File: config.mk
export PLATFORM = sky130hd
export DESIGN_NAME = core_lsu_issue
export DESIGN_NICKNAME = d
export VERILOG_FILES = /design/src/rtl/core_lsu_issue_pkg.sv /design/src/rtl/core_lsu_align.sv /design/src/rtl/core_lsu_issue.sv
export SDC_FILE = /design/constraint.sdc
export NUM_CORES = 1
export LEC_CHECK = 0
export CAP_MARGIN = 20
export CORE_AREA = 2 2 190 192
export DETAILED_ROUTE_END_ITERATION = 10
export DIE_AREA = 0 0 192 194
export GPL_TIMING_DRIVEN = 0
export PLACE_DENSITY = 0.78
export SYNTH_ARGS = -nofsm -noshare
export SYNTH_HDL_FRONTEND = slang
export SYNTH_SLANG_ARGS = --single-unit
File: constraint.sdc
create_clock -name g_clk -period 2.7 [get_ports g_clk]
set_clock_uncertainty 0.1 [all_clocks]
set_input_delay 0.54 -clock g_clk [delete_from_list [all_inputs] [get_ports g_clk]]
set_output_delay 0.54 -clock g_clk [all_outputs]
set_load 0.1 [all_outputs]
File: src/rtl/core_lsu_issue_pkg.sv
// core_lsu_issue_pkg: shared widths, LSU op bit indices, trap causes and LSU issue types
package core_lsu_issue_pkg;
  localparam int XLEN = 64;
  localparam int MEM_ADDR_W = 64;
  localparam int MEM_DATA_W = 64;
  localparam int MEM_STRB_W = MEM_DATA_W / 8;
  localparam int LSU_OP_LOAD = 0;
  localparam int LSU_OP_STORE = 1;
  localparam int LSU_OP_BYTE = 2;
  localparam int LSU_OP_HALF = 3;
  localparam int LSU_OP_WORD = 4;
  localparam int LSU_OP_DOUBLE = 5;
  localparam int LSU_OP_SEXT = 6;
  localparam int LSU_OP_W = 7;
  localparam int CF_CAUSE_W = 6;
  localparam logic [CF_CAUSE_W-1:0] TRAP_LDALIGN = 6'd4;
  localparam logic [CF_CAUSE_W-1:0] TRAP_STALIGN = 6'd6;
  typedef enum logic [1:0] {ST_IDLE, ST_WAIT, ST_DRAIN} lsu_state_t;
  typedef struct packed {
    logic [MEM_ADDR_W-1:0] addr;
    logic                  wen;
    logic [MEM_STRB_W-1:0] strb;
    logic [MEM_DATA_W-1:0] wdata;
  } dmem_req_t;
endpackage

File: src/rtl/core_lsu_align.sv
// core_lsu_align: byte-lane strobe, store data alignment and misalignment detection
module core_lsu_align
  import core_lsu_issue_pkg::*;
(
  input  logic [2:0]            off,
  input  logic                  half,
  input  logic                  word,
  input  logic                  dbl,
  input  logic [XLEN-1:0]       rs2,
  output logic [MEM_STRB_W-1:0] strb,
  output logic [MEM_DATA_W-1:0] wdata,
  output logic                  misaligned
);
  always_comb begin
    strb = dbl ? 8'hFF : word ? 8'h0F << off : half ? 8'h03 << off : 8'h01 << off;
    wdata = rs2 << {off, 3'b000};
    misaligned = (half && off[0]) || (word && off[1:0] != 2'b00) || (dbl && off != 3'b000);
  end
endmodule

File: src/rtl/core_lsu_issue.sv
// core_lsu_issue: s2->s3 slice issuing dmem requests, holding them stable until granted
module core_lsu_issue
  import core_lsu_issue_pkg::*;
(
  input  logic                  g_clk,
  input  logic                  g_resetn,
  input  logic                  s2_valid,
  output logic                  s2_ready,
  input  logic [XLEN-1:0]       s2_pc,
  input  logic [LSU_OP_W-1:0]   s2_lsu_op,
  input  logic [XLEN-1:0]       s2_addr,
  input  logic [XLEN-1:0]       s2_rs2,
  input  logic                  s2_trap,
  input  logic                  flush,
  output logic                  dmem_req,
  output logic [MEM_ADDR_W-1:0] dmem_addr,
  output logic                  dmem_wen,
  output logic [MEM_STRB_W-1:0] dmem_strb,
  output logic [MEM_DATA_W-1:0] dmem_wdata,
  input  logic                  dmem_gnt,
  output logic                  s3_valid,
  input  logic                  s3_ready,
  output logic [XLEN-1:0]       s3_pc,
  output logic [XLEN-1:0]       s3_wdata,
  output logic [LSU_OP_W-1:0]   s3_lsu_op,
  output logic                  s3_trap,
  output logic [CF_CAUSE_W-1:0] s3_trap_cause
);
  lsu_state_t state, state_nxt;
  dmem_req_t live, hold;
  logic mis, is_lsu, trap_any, needs_mem, slot_free, s3_load;
  logic [MEM_STRB_W-1:0] strb;
  logic [MEM_DATA_W-1:0] wdata;
  core_lsu_align u_align (
    .off       (s2_addr[2:0]),
    .half      (s2_lsu_op[LSU_OP_HALF]),
    .word      (s2_lsu_op[LSU_OP_WORD]),
    .dbl       (s2_lsu_op[LSU_OP_DOUBLE]),
    .rs2       (s2_rs2),
    .strb      (strb),
    .wdata     (wdata),
    .misaligned(mis)
  );
  assign is_lsu = s2_lsu_op[LSU_OP_LOAD] || s2_lsu_op[LSU_OP_STORE];
  assign trap_any = s2_trap || (is_lsu && mis);
  assign needs_mem = is_lsu && !trap_any;
  assign slot_free = !s3_valid || s3_ready;
  assign live = '{addr: {s2_addr[MEM_ADDR_W-1:3], 3'b000}, wen: s2_lsu_op[LSU_OP_STORE], strb: strb, wdata: wdata};
  always_ff @(posedge g_clk or negedge g_resetn) begin
    if (!g_resetn) state <= ST_IDLE;
    else state <= state_nxt;
  end
  always_comb begin
    state_nxt = state == ST_IDLE ? (dmem_req && !dmem_gnt ? ST_WAIT : ST_IDLE) :
                dmem_gnt ? ST_IDLE : state == ST_WAIT && flush ? ST_DRAIN : state;
  end
  // Reset also gates the request so it drops without waiting for a clock edge
  always_comb begin
    dmem_req = g_resetn && (state != ST_IDLE || (s2_valid && needs_mem && slot_free && !flush));
    s2_ready = state == ST_IDLE ? (needs_mem ? dmem_req && dmem_gnt : slot_free) : state == ST_WAIT && dmem_gnt;
    s3_load = s2_valid && s2_ready && !flush;
    {dmem_addr, dmem_wen, dmem_strb, dmem_wdata} = state == ST_IDLE ? live : hold;
  end
  always_ff @(posedge g_clk or negedge g_resetn) begin
    if (!g_resetn) begin
      s3_valid <= 1'b0;
      s3_pc <= '0;
      s3_wdata <= '0;
      s3_lsu_op <= '0;
      s3_trap <= 1'b0;
      s3_trap_cause <= '0;
      hold <= '0;
    end else begin
      if (s3_load) begin
        s3_valid <= 1'b1;
        s3_pc <= s2_pc;
        s3_wdata <= s2_addr;
        s3_lsu_op <= s2_lsu_op;
        s3_trap <= trap_any;
        s3_trap_cause <= (is_lsu && mis && !s2_trap) ? (s2_lsu_op[LSU_OP_LOAD] ? TRAP_LDALIGN : TRAP_STALIGN) : '0;
      end else if (flush || s3_ready) s3_valid <= 1'b0;
      if (state == ST_IDLE && dmem_req && !dmem_gnt) hold <= live;
    end
  end
endmodule

== Yosys cells after proc, flatten, opt, wreduce, memory -nomap -nowiden ==
Cells that the tools add are included.

* Bits in registers: 279
* Bits of input ports: 206
* Output and inout port bits: 282
* Word-level logic and storage cells: 66

* Equality and inequality tests: 1
* Shift-type cells: 4
* Muxes and demuxes: 14
* Reduce and logical (&&, ||, !) cells: 36

{| class="wikitable"
|+ Operators with widths
! kind !! count
|-
| 2-to-1 mux 137 bit || 1
|-
| << shifter 64 x 6 -> 64 bit || 1
|-
| 2-to-1 mux 8 bit || 3
|-
| logical AND 1 bit || 18
|-
| 2-to-1 mux 2 bit || 4
|-
| << shifter 1 x 3 -> 8 bit (first input constant) || 1
|-
| << shifter 2 x 3 -> 8 bit (first input constant) || 1
|-
| << shifter 4 x 3 -> 8 bit (first input constant) || 1
|-
| logical OR 1 bit || 7
|-
| nonzero test 2 bit || 3
|-
| nonzero test 3 bit || 2
|-
| logical NOT 1 bit || 5
|-
| 2-to-1 mux 1 bit || 5
|-
| 2-to-1 mux 3 bit || 1
|-
| equality test 2 x 1 -> 1 bit (second input constant) || 1
|-
| logical NOT 2 bit || 1
|}

== Depth between registers and ports, before layout ==
Gate-level depths: netlist of run 1.

* Word-level depth: 19
* Gate-level depth with buffers: 8
* Mapped depth without buffers: 4

== Hierarchy ==
From an unflattened synthesis of run 1, not the netlist that was laid out.

* Cells, all modules: 1016
* Area, all modules: 14087.3 um^2

{| class="wikitable"
|+ Modules (own cells, without submodules)
! module !! instances !! cells an instance !! area each (um^2) !! sequential area each (um^2)
|-
| core_lsu_issue || 1 || 761 || 12172.9 || 6881.6
|-
| core_lsu_align || 1 || 255 || 1914.3 || 0.0
|}

== Worst setup path after synthesis of run 1 ==
Ideal clock, no wire load.

* Kind: input to output
* Start: input port s2_lsu_op[5]
* End: output port s2_ready
* Arrival time: 4.055 ns
* Required time: 2.060 ns
* Path slack: -1.995 ns
* Cell stages on the path: 5
* Buffers on the path: 1
* Cells stage by stage: buf_2 -> a211oi_2 -> o21ai_1 -> nor2_1 -> nor4_1

* Longest elaborated chain between the ends: 14

{| class="wikitable"
|+ RTL lines
! what !! line !! RTL
|-
| start: declaration || core_lsu_issue.sv:10 || <nowiki>input logic [LSU_OP_W-1:0] s2_lsu_op,</nowiki>
|-
| logical AND 1 bit (*) || core_lsu_align.sv:17 || <nowiki>misaligned = (half && off[0]) || (word && off[1:0] != 2'b00) || (dbl && off != 3'b000);</nowiki>
|-
| logical OR 1 bit (*) || core_lsu_align.sv:17 ||
|-
| logical AND 1 bit (*) || core_lsu_issue.sv:45 || <nowiki>assign trap_any = s2_trap || (is_lsu && mis);</nowiki>
|-
| logical OR 1 bit (*) || core_lsu_issue.sv:45 ||
|-
| logical NOT 1 bit (*) || core_lsu_issue.sv:46 || <nowiki>assign needs_mem = is_lsu && !trap_any;</nowiki>
|-
| logical AND 1 bit (*) || core_lsu_issue.sv:46 ||
|-
| logical AND 1 bit (3 in a row) || core_lsu_issue.sv:59 || <nowiki>dmem_req = g_resetn && (state != ST_IDLE || (s2_valid && needs_mem && slot_free && !flush));</nowiki>
|-
| logical OR 1 bit || core_lsu_issue.sv:59 ||
|-
| logical AND 1 bit || core_lsu_issue.sv:59 ||
|-
| logical AND 1 bit || core_lsu_issue.sv:60 || <nowiki>s2_ready = state == ST_IDLE ? (needs_mem ? dmem_req && dmem_gnt : slot_free) : state == ST_WAIT && dmem_gnt;</nowiki>
|-
| 2-to-1 mux 1 bit (*) (2 in a row) || core_lsu_issue.sv:60 ||
|-
| end: declaration || core_lsu_issue.sv:8 || <nowiki>output logic s2_ready,</nowiki>
|}

Mark *: on every way between the ends. The rest lies on a longest branch, timed or not.

== Worst setup path after layout of run 1 ==
* Start: register state[1]
* End: output port dmem_wdata[17]

* Longest elaborated chain between the ends: 2

{| class="wikitable"
|+ RTL lines
! what !! line !! RTL
|-
| start: declaration || core_lsu_issue.sv:29 || <nowiki>lsu_state_t state, state_nxt;</nowiki>
|-
| start signal: assignment || core_lsu_issue.sv:51 || <nowiki>else state <= state_nxt;</nowiki>
|-
| logical NOT 2 bit || core_lsu_issue.sv:62 || <nowiki>{dmem_addr, dmem_wen, dmem_strb, dmem_wdata} = state == ST_IDLE ? live : hold;</nowiki>
|-
| 2-to-1 mux 137 bit || core_lsu_issue.sv:62 ||
|-
| end: declaration || core_lsu_issue.sv:19 || <nowiki>output logic [MEM_DATA_W-1:0] dmem_wdata,</nowiki>
|}

Every way passes these cells.

==> results.yml, run 1 <==
synth:
  yosys_most_used_dff: "dfrtp_1"
  ys_seq_area_share_pct: 49.7
  netlist_instances: 1251
  synth-seq-cells: 275
  yosysUniqueCellTypes: 44
  synth_area_um2: 13800
  synthTopCellsByArea: "dfrtp_1, mux2_2, nand2_1, mux2i_1, o21ai_0"
  yosys-top-cells-count: "dfrtp_1, mux2_2, nand2_1"
  synthMostInstantiatedCell: "dfrtp_1"
  synth.avg_cell_area_um2: 11.1
  synth_largest_area_cell: "dfrtp_1"
  synth_top_area_share_pct: 49.7
  async_flop_share_pct: 100
  ys_warn_count: 0
  synth_edf_count: 0
placed_design:
  dp_hpwl_um: 41400
  dp.cells: 2200
  gp_congestion: 0.989
  io_buffers: 478
  pre_cts_slack_ps: -2040
sta:
  fin_crit_sh_pct: 106
  tightest_slew_ps: 1100
  period_needed_ps: 2870
  rsz0062_at_grt: "yes"
  max_freq_mhz: 349
  drv_slew: 0
  slew_headroom_pct: 26.9
  finalHoldViolations: 0
  finalSetupViolCount: 104
  fin_ws_ps: -166
critical_path:
  end_kind: "output pin"
  crit_chain: "or2_4 -> clkbuf_16 -> clkbuf_16 -> o31ai_4 -> buf_12"
  crit_buf_inv: 3
  arrival_ps: 2230
  cp_top_family: "buffers and inverters"
  worst-setup-path-type: "flop to output pin"
  path_common_cell: "clkbuf_16"
  start_kind: "flop"
  crit_slowest_cell: "o31ai_4"
  critPathMaxFanout: 6
  cp_slowest_stage_delay_ps: 430
  crit_required_ps: 2060
die:
  initial_core_util_pct: 39.3
  die_h_um: 194
  die_area_um2: 37200
  core_um2: 35200
  rows: 69
  die_w_um: 192
  ios: 488
layout:
  syn2layout_area_growth_pct: 79.9
  nNetsFinal: 2048
  layout-drive-gt1-share_pct: 47.4
  final_cells: 2326
detailed_routing:
  drt_iter0_markers: 623
  wl_um: 60900
  wl_per_cell_um: 26.2
  ant_nets: 0
  first_pass_iters: 5
  vias: 12700
  drcViolationCount: 0
  vias_per_cell: 5.46
cts:
  cts_tree: "yes"
  htreeDepth: 1
  clockBufferDepth: 3
  root_buffer: "clkbuf_16"
  cts_buffers: 31
  cts_sinks: 275
  clk_pin_slew_ps: 70
  clock_latency_ps: 560
worst_hold_path:
  hp-class: "input pin to async pin"
global_route:
  grt_usage_pct: 30.4
  overflow: 0
  grt_max_degree: 109
  antenna_found_initial: 2
  grt_pass1_vias: 13500
  grt_pass1_wl_um: 84900
outcome:
  status: "finished, violations left"
  violations: "setup timing"
pwr:
  p_leak_uw: 0.0115
  peakVddDrop_v: 0.000742
  total_power_uw: 17500
  power.density_nw_per_um2: 705
flow_run:
  drv_cap: 0
path summary, 6_finish.rpt:
path / slack [ps] / startpoint / cells past startpoint / end
max: -170 / state[1] / 5 / dmem_wdata[17]
min reg2reg: 390 / s3_pc[0] / 1 / s3_pc[0]
max in group asynchronous: 1130 / g_resetn / 3 / s3_lsu_op[1]
min: 20 / g_resetn / 2 / hold[114]
min in group g_clk: 190 / s2_lsu_op[0] / 2 / s3_trap_cause[1]
max reg2reg: 100 / state[0] / 9 / hold[70]
cell usage in the layout, fill, tap and decap left out, types with 22 or more instances in the layout:
cell and n:
inv_1 45, dlymetal6s2s_1 22, nand2_1 101, nor2_1 34, mux2_4 30, buf_2 22
dfrtp_1 273, mux2_2 229, dlygate4sd2_1 155, buf_4 48, o21ai_4 45, nand2_2 104
buf_6 27, buf_12 155, nand2_4 28, clkdlybuf4s50_1 159, mux2i_1 66, clkbuf_16 48
repair_timing:
item | CTS | global route
hold endpoints to repair | 68 | 0
hold buffers | 8 | 0
setup buffers | 25 | 24
pin swaps | 42 | 74
resized for setup | 1555 | 301
gates cloned | 9 | 10
endpoints found under the setup margin | 427 | 143
logic make-up (layout without fill, tap and decap cells):
logic type	Yosys count	after routing	synth area share, %
mux	351	351	27.8
simple gates	330	330	10.2
flops	275	275	49.7
compound gates	152	152	7.51
buf+inv	142	749	4.71
other cells	1	8	0.0271
power breakdown:
group | switching [µW] | internal [µW]
clock network | 1780 | 2430
logic | 5880 | 2250
registers | 396 | 4810
per-stage QoR:
step	hold slack [ps]	TNS, ps	util [%]	area [µm²]
floorplan	144	-314	-	14700
global placement	364	-6147710	56.8	20000
detailed placement	371	-370900	57.1	20100
CTS	15.9	-12360	66.6	23400
global route	26.2	-14110	70.7	24900
finish	20.8	-7170	70.7	24900
routing by layer:
metal	track usage [%]	up-vias	share of wire (%)
met1	35.5	6414	36
met5	0	-	0.025
met3	7.20	158	7.5
li1	-	5516	-
met2	53.2	602	51
met4	12.9	2	5.3
state kept, by name (all words and copies together), names as in the netlist:
| register | cells |
|---|---|
| s3_valid | 1 |
| s3_trap_cause | 2 |
| s3_lsu_op | 7 |
| s3_wdata | 64 |
| s3_trap | 1 |
| s3_pc | 64 |
| hold | 134 |
| state | 2 |
area by class of cell:
| type | count | area [µm²] |
|---|---|---|
| clock inverter | 10 | 83.8 |
| clock buffer | 45 | 918 |
| antenna | 1 | 2.50 |
| multi-input combinational | 840 | 8130 |
| buffer | 91 | 1050 |
| inverter | 47 | 183 |
| timing repair buffer | 556 | 7070 |
| sequential | 275 | 6880 |
| tap | 461 | 577 |
| fill | 2391 | 10300 |
worst register-to-register path: stages (launching register included):
cell     delay, ps
dfrtp_2        420
buf_6          130
nor2_4         170
buf_4          140
buf_4           90
nand4_1        140
nor3_4         410
buf_6          270
buf_4          270
mux2_1         340
(Power assumes the default switching activity.)
==> run 2, diff against run 1 <==
--- a/config.mk
+++ b/config.mk
@@ -9,8 +9,10 @@
 export CORE_AREA = 2 2 190 192
 export DETAILED_ROUTE_END_ITERATION = 10
 export DIE_AREA = 0 0 192 194
-export GPL_TIMING_DRIVEN = 0
-export PLACE_DENSITY = 0.78
+export DONT_BUFFER_PORTS = 1
+export GPL_ROUTABILITY_DRIVEN = 0
+export GPL_TIMING_DRIVEN = 1
+export PLACE_DENSITY = 0.61
 export SYNTH_ARGS = -nofsm -noshare
 export SYNTH_HDL_FRONTEND = slang
 export SYNTH_SLANG_ARGS = --single-unit
==> run 2 against run 1 <==
  * The flow finishes with violations (hold timing, setup timing)
  * Sequential power up 59%
  * Worst setup slack better by 91 ps
  * First-iteration DRC count down 15%
  * Critical path type unchanged
  * Largest power group is now sequential cells
==> results.yml, run 2 (same netlist as run 1, synthesis figures left out) <==
critical_path:
  arrival_ps: 2130
  start_kind: "flop"
  cp_slowest_stage_delay_ps: 470
  critPathMaxFanout: 7
  crit_required_ps: 2060
  crit_chain: "or2_4 -> bufbuf_16 -> o21ai_4 -> buf_12"
  worst-setup-path-type: "flop to output pin"
  cp_top_family: "buffers and inverters"
  end_kind: "output pin"
  crit_buf_inv: 2
  regToRegSetupSlack_ps: 380
  crit_slowest_cell: "dfrtp_2"
pwr:
  power.density_nw_per_um2: 781
  p_leak_uw: 0.00933
  total_power_uw: 16300
  p_switching_uw: 7470
  switching_share_pct: 45.7
  seq_power_share_pct: 50.5
  intPower_uw: 8870
  peakVddDrop_v: 0.000756
  p_clk_share_pct: 26.7
  p_comb_share_pct: 22.9
flow_run:
  drv_cap: 0
die:
  die_h_um: 194
  ios: 488
  initial_core_util_pct: 39.3
  rows: 69
  die_w_um: 192
  core_um2: 35200
  die_area_um2: 37200
sta:
  rsz0062_at_grt: "yes"
  tightest_slew_ps: 965
  period_needed_ps: 2770
  drv_slew: 0
  max_freq_mhz: 360
  hold_ws_ps: -419
  finalHoldViolations: 275
  finalSetupViolCount: 49
  fin_crit_sh_pct: 103
  fin_ws_ps: -74.3
  slew_headroom_pct: 35.7
detailed_routing:
  ant_nets: 0
  wl_per_cell_um: 25.1
  drt_iter0_markers: 528
  first_pass_iters: 5
  drcViolationCount: 0
  vias: 11000
  wl_um: 49700
  vias_per_cell: 5.56
layout:
  syn2layout_area_growth_pct: 51.1
  layout_commonest_cell: "dfrtp_1"
  num_antenna_cells: 0
  nNetsFinal: 1704
  reg.largest.list: "hold (134), s3_pc (64), s3_wdata (64)"
  regMostFlops: "hold"
  final_cell_mix: "dfrtp_1, mux2_2, buf_12"
  largest_reg_flops: 134
  fillers: 2712
  stdcell_area_um2: 20900
  layout-drive-gt1-share_pct: 48.8
cts:
  clk_pin_slew_ps: 70
  clock_latency_ps: 580
  cts_sinks: 275
  cts_tree: "yes"
  root_buffer: "clkbuf_16"
  htreeDepth: 1
  cts_buffers: 30
  clockBufferDepth: 3
global_route:
  antenna_found_initial: 0
  grt_pass1_wl_um: 72000
  grt_max_degree: 278
  grt_pass1_vias: 11800
  grt_usage_pct: 25.2
  overflow: 0
outcome:
  status: "finished, violations left"
  violations: "hold timing, setup timing"
placed_design:
  placed_area_um2: 18100
  dp_hpwl_um: 31800
  io_buffers: 0
worst_hold_path:
  hp-class: "input pin to async pin"
## run 2: cell types whose count changed in the layout (fill, tap and decap cells not counted), moves of 14 or more
cell / previous run / this run
dlygate4sd3_1: 4 / 68
clkdlybuf4s50_1: 159 / 0
buf_6: 27 / 6
nand2_4: 28 / 42
dlygate4sd2_1: 155 / 0
a221oi_1: 0 / 15
nand2_2: 104 / 79
dlymetal6s2s_1: 22 / 0
buf_2: 22 / 0
buf_4: 48 / 62
buf_8: 16 / 1
## run 2: layout make-up
| cell class | instances | area, µm² | share of cell area (%) |
|---|---|---|---|
| multi-input cells | 841 | 7560 | 36.1 |
| inverters | 47 | 176 | 0.843 |
| well taps | 461 | 577 | 2.76 |
| flip-flops and latches | 275 | 6880 | 32.9 |
| clock inverters | 18 | 228 | 1.09 |
| clock buffers | 37 | 827 | 3.95 |
| repair buffers | 303 | 4670 | 22.3 |
## run 2: repair_timing
action	CTS	global route
pin swaps	7	50
setup endpoints to repair	135	125
setup buffers	9	4
resized for setup	60	121
hold buffers	63	5
hold endpoints to repair	383	280
cloned	9	10
## run 2: worst register-to-register path, stage by stage (launching register included)
cell     delay (ps)
dfrtp_2         470
nor2_4          160
buf_4           240
nand4_1         180
nor3_4          190
buf_12          250
buf_12          250
mux2_2          370
## run 2: power by group through the flow
stage                     Sequential [µW]  Combinational, µW  Clock [µW]
after CTS                            8220               3680        4430
after global routing                 8320               3890        4630
after detailed placement             8290               3540           0
final                                8250               3740        4360
after floorplan                      8290               2420           0
after global placement               8260               3480           0
## run 2: metal layers
metal	GRT usage (%)	vias up	wire, µm
li1	-	4818	-
met1	29.2	5527	18300
met2	43.8	549	25100
met3	7.15	122	4450
met4	9.78	0	1940
met5	0	-	0
## run 2: stage by stage
| stage | hold WS (ps) | setup slack (ps) | instances | setup TNS, ps | util [%] |
|---|---|---|---|---|---|
| 2_1_floorplan | 144 | -221 | 1257 | -314 | - |
| 3_3_place_gp | 151 | 85.3 | 1831 | 0 | 51.3 |
| 3_5_place_dp | 153 | 79.1 | 1831 | 0 | 51.3 |
| 4_1_cts | -461 | -119 | 1966 | -4670 | 57.7 |
| 5_1_grt | -457 | -116 | 1982 | -6040 | 59.4 |
| 6_report | -419 | -74.3 | 1982 | -1590 | 59.4 |
## run 2: worst paths after layout
path / from / end / cells past startpoint
worst max register to register: state[1] / hold[11] / 7
worst min-delay path: g_resetn / hold[59] / 0
worst max-delay path: state[1] / dmem_wdata[56] / 4
worst min register to register: hold[70] / hold[70] / 1
max in group asynchronous: g_resetn / hold[127] / 0
min in group g_clk: s2_addr[26] / hold[99] / 1
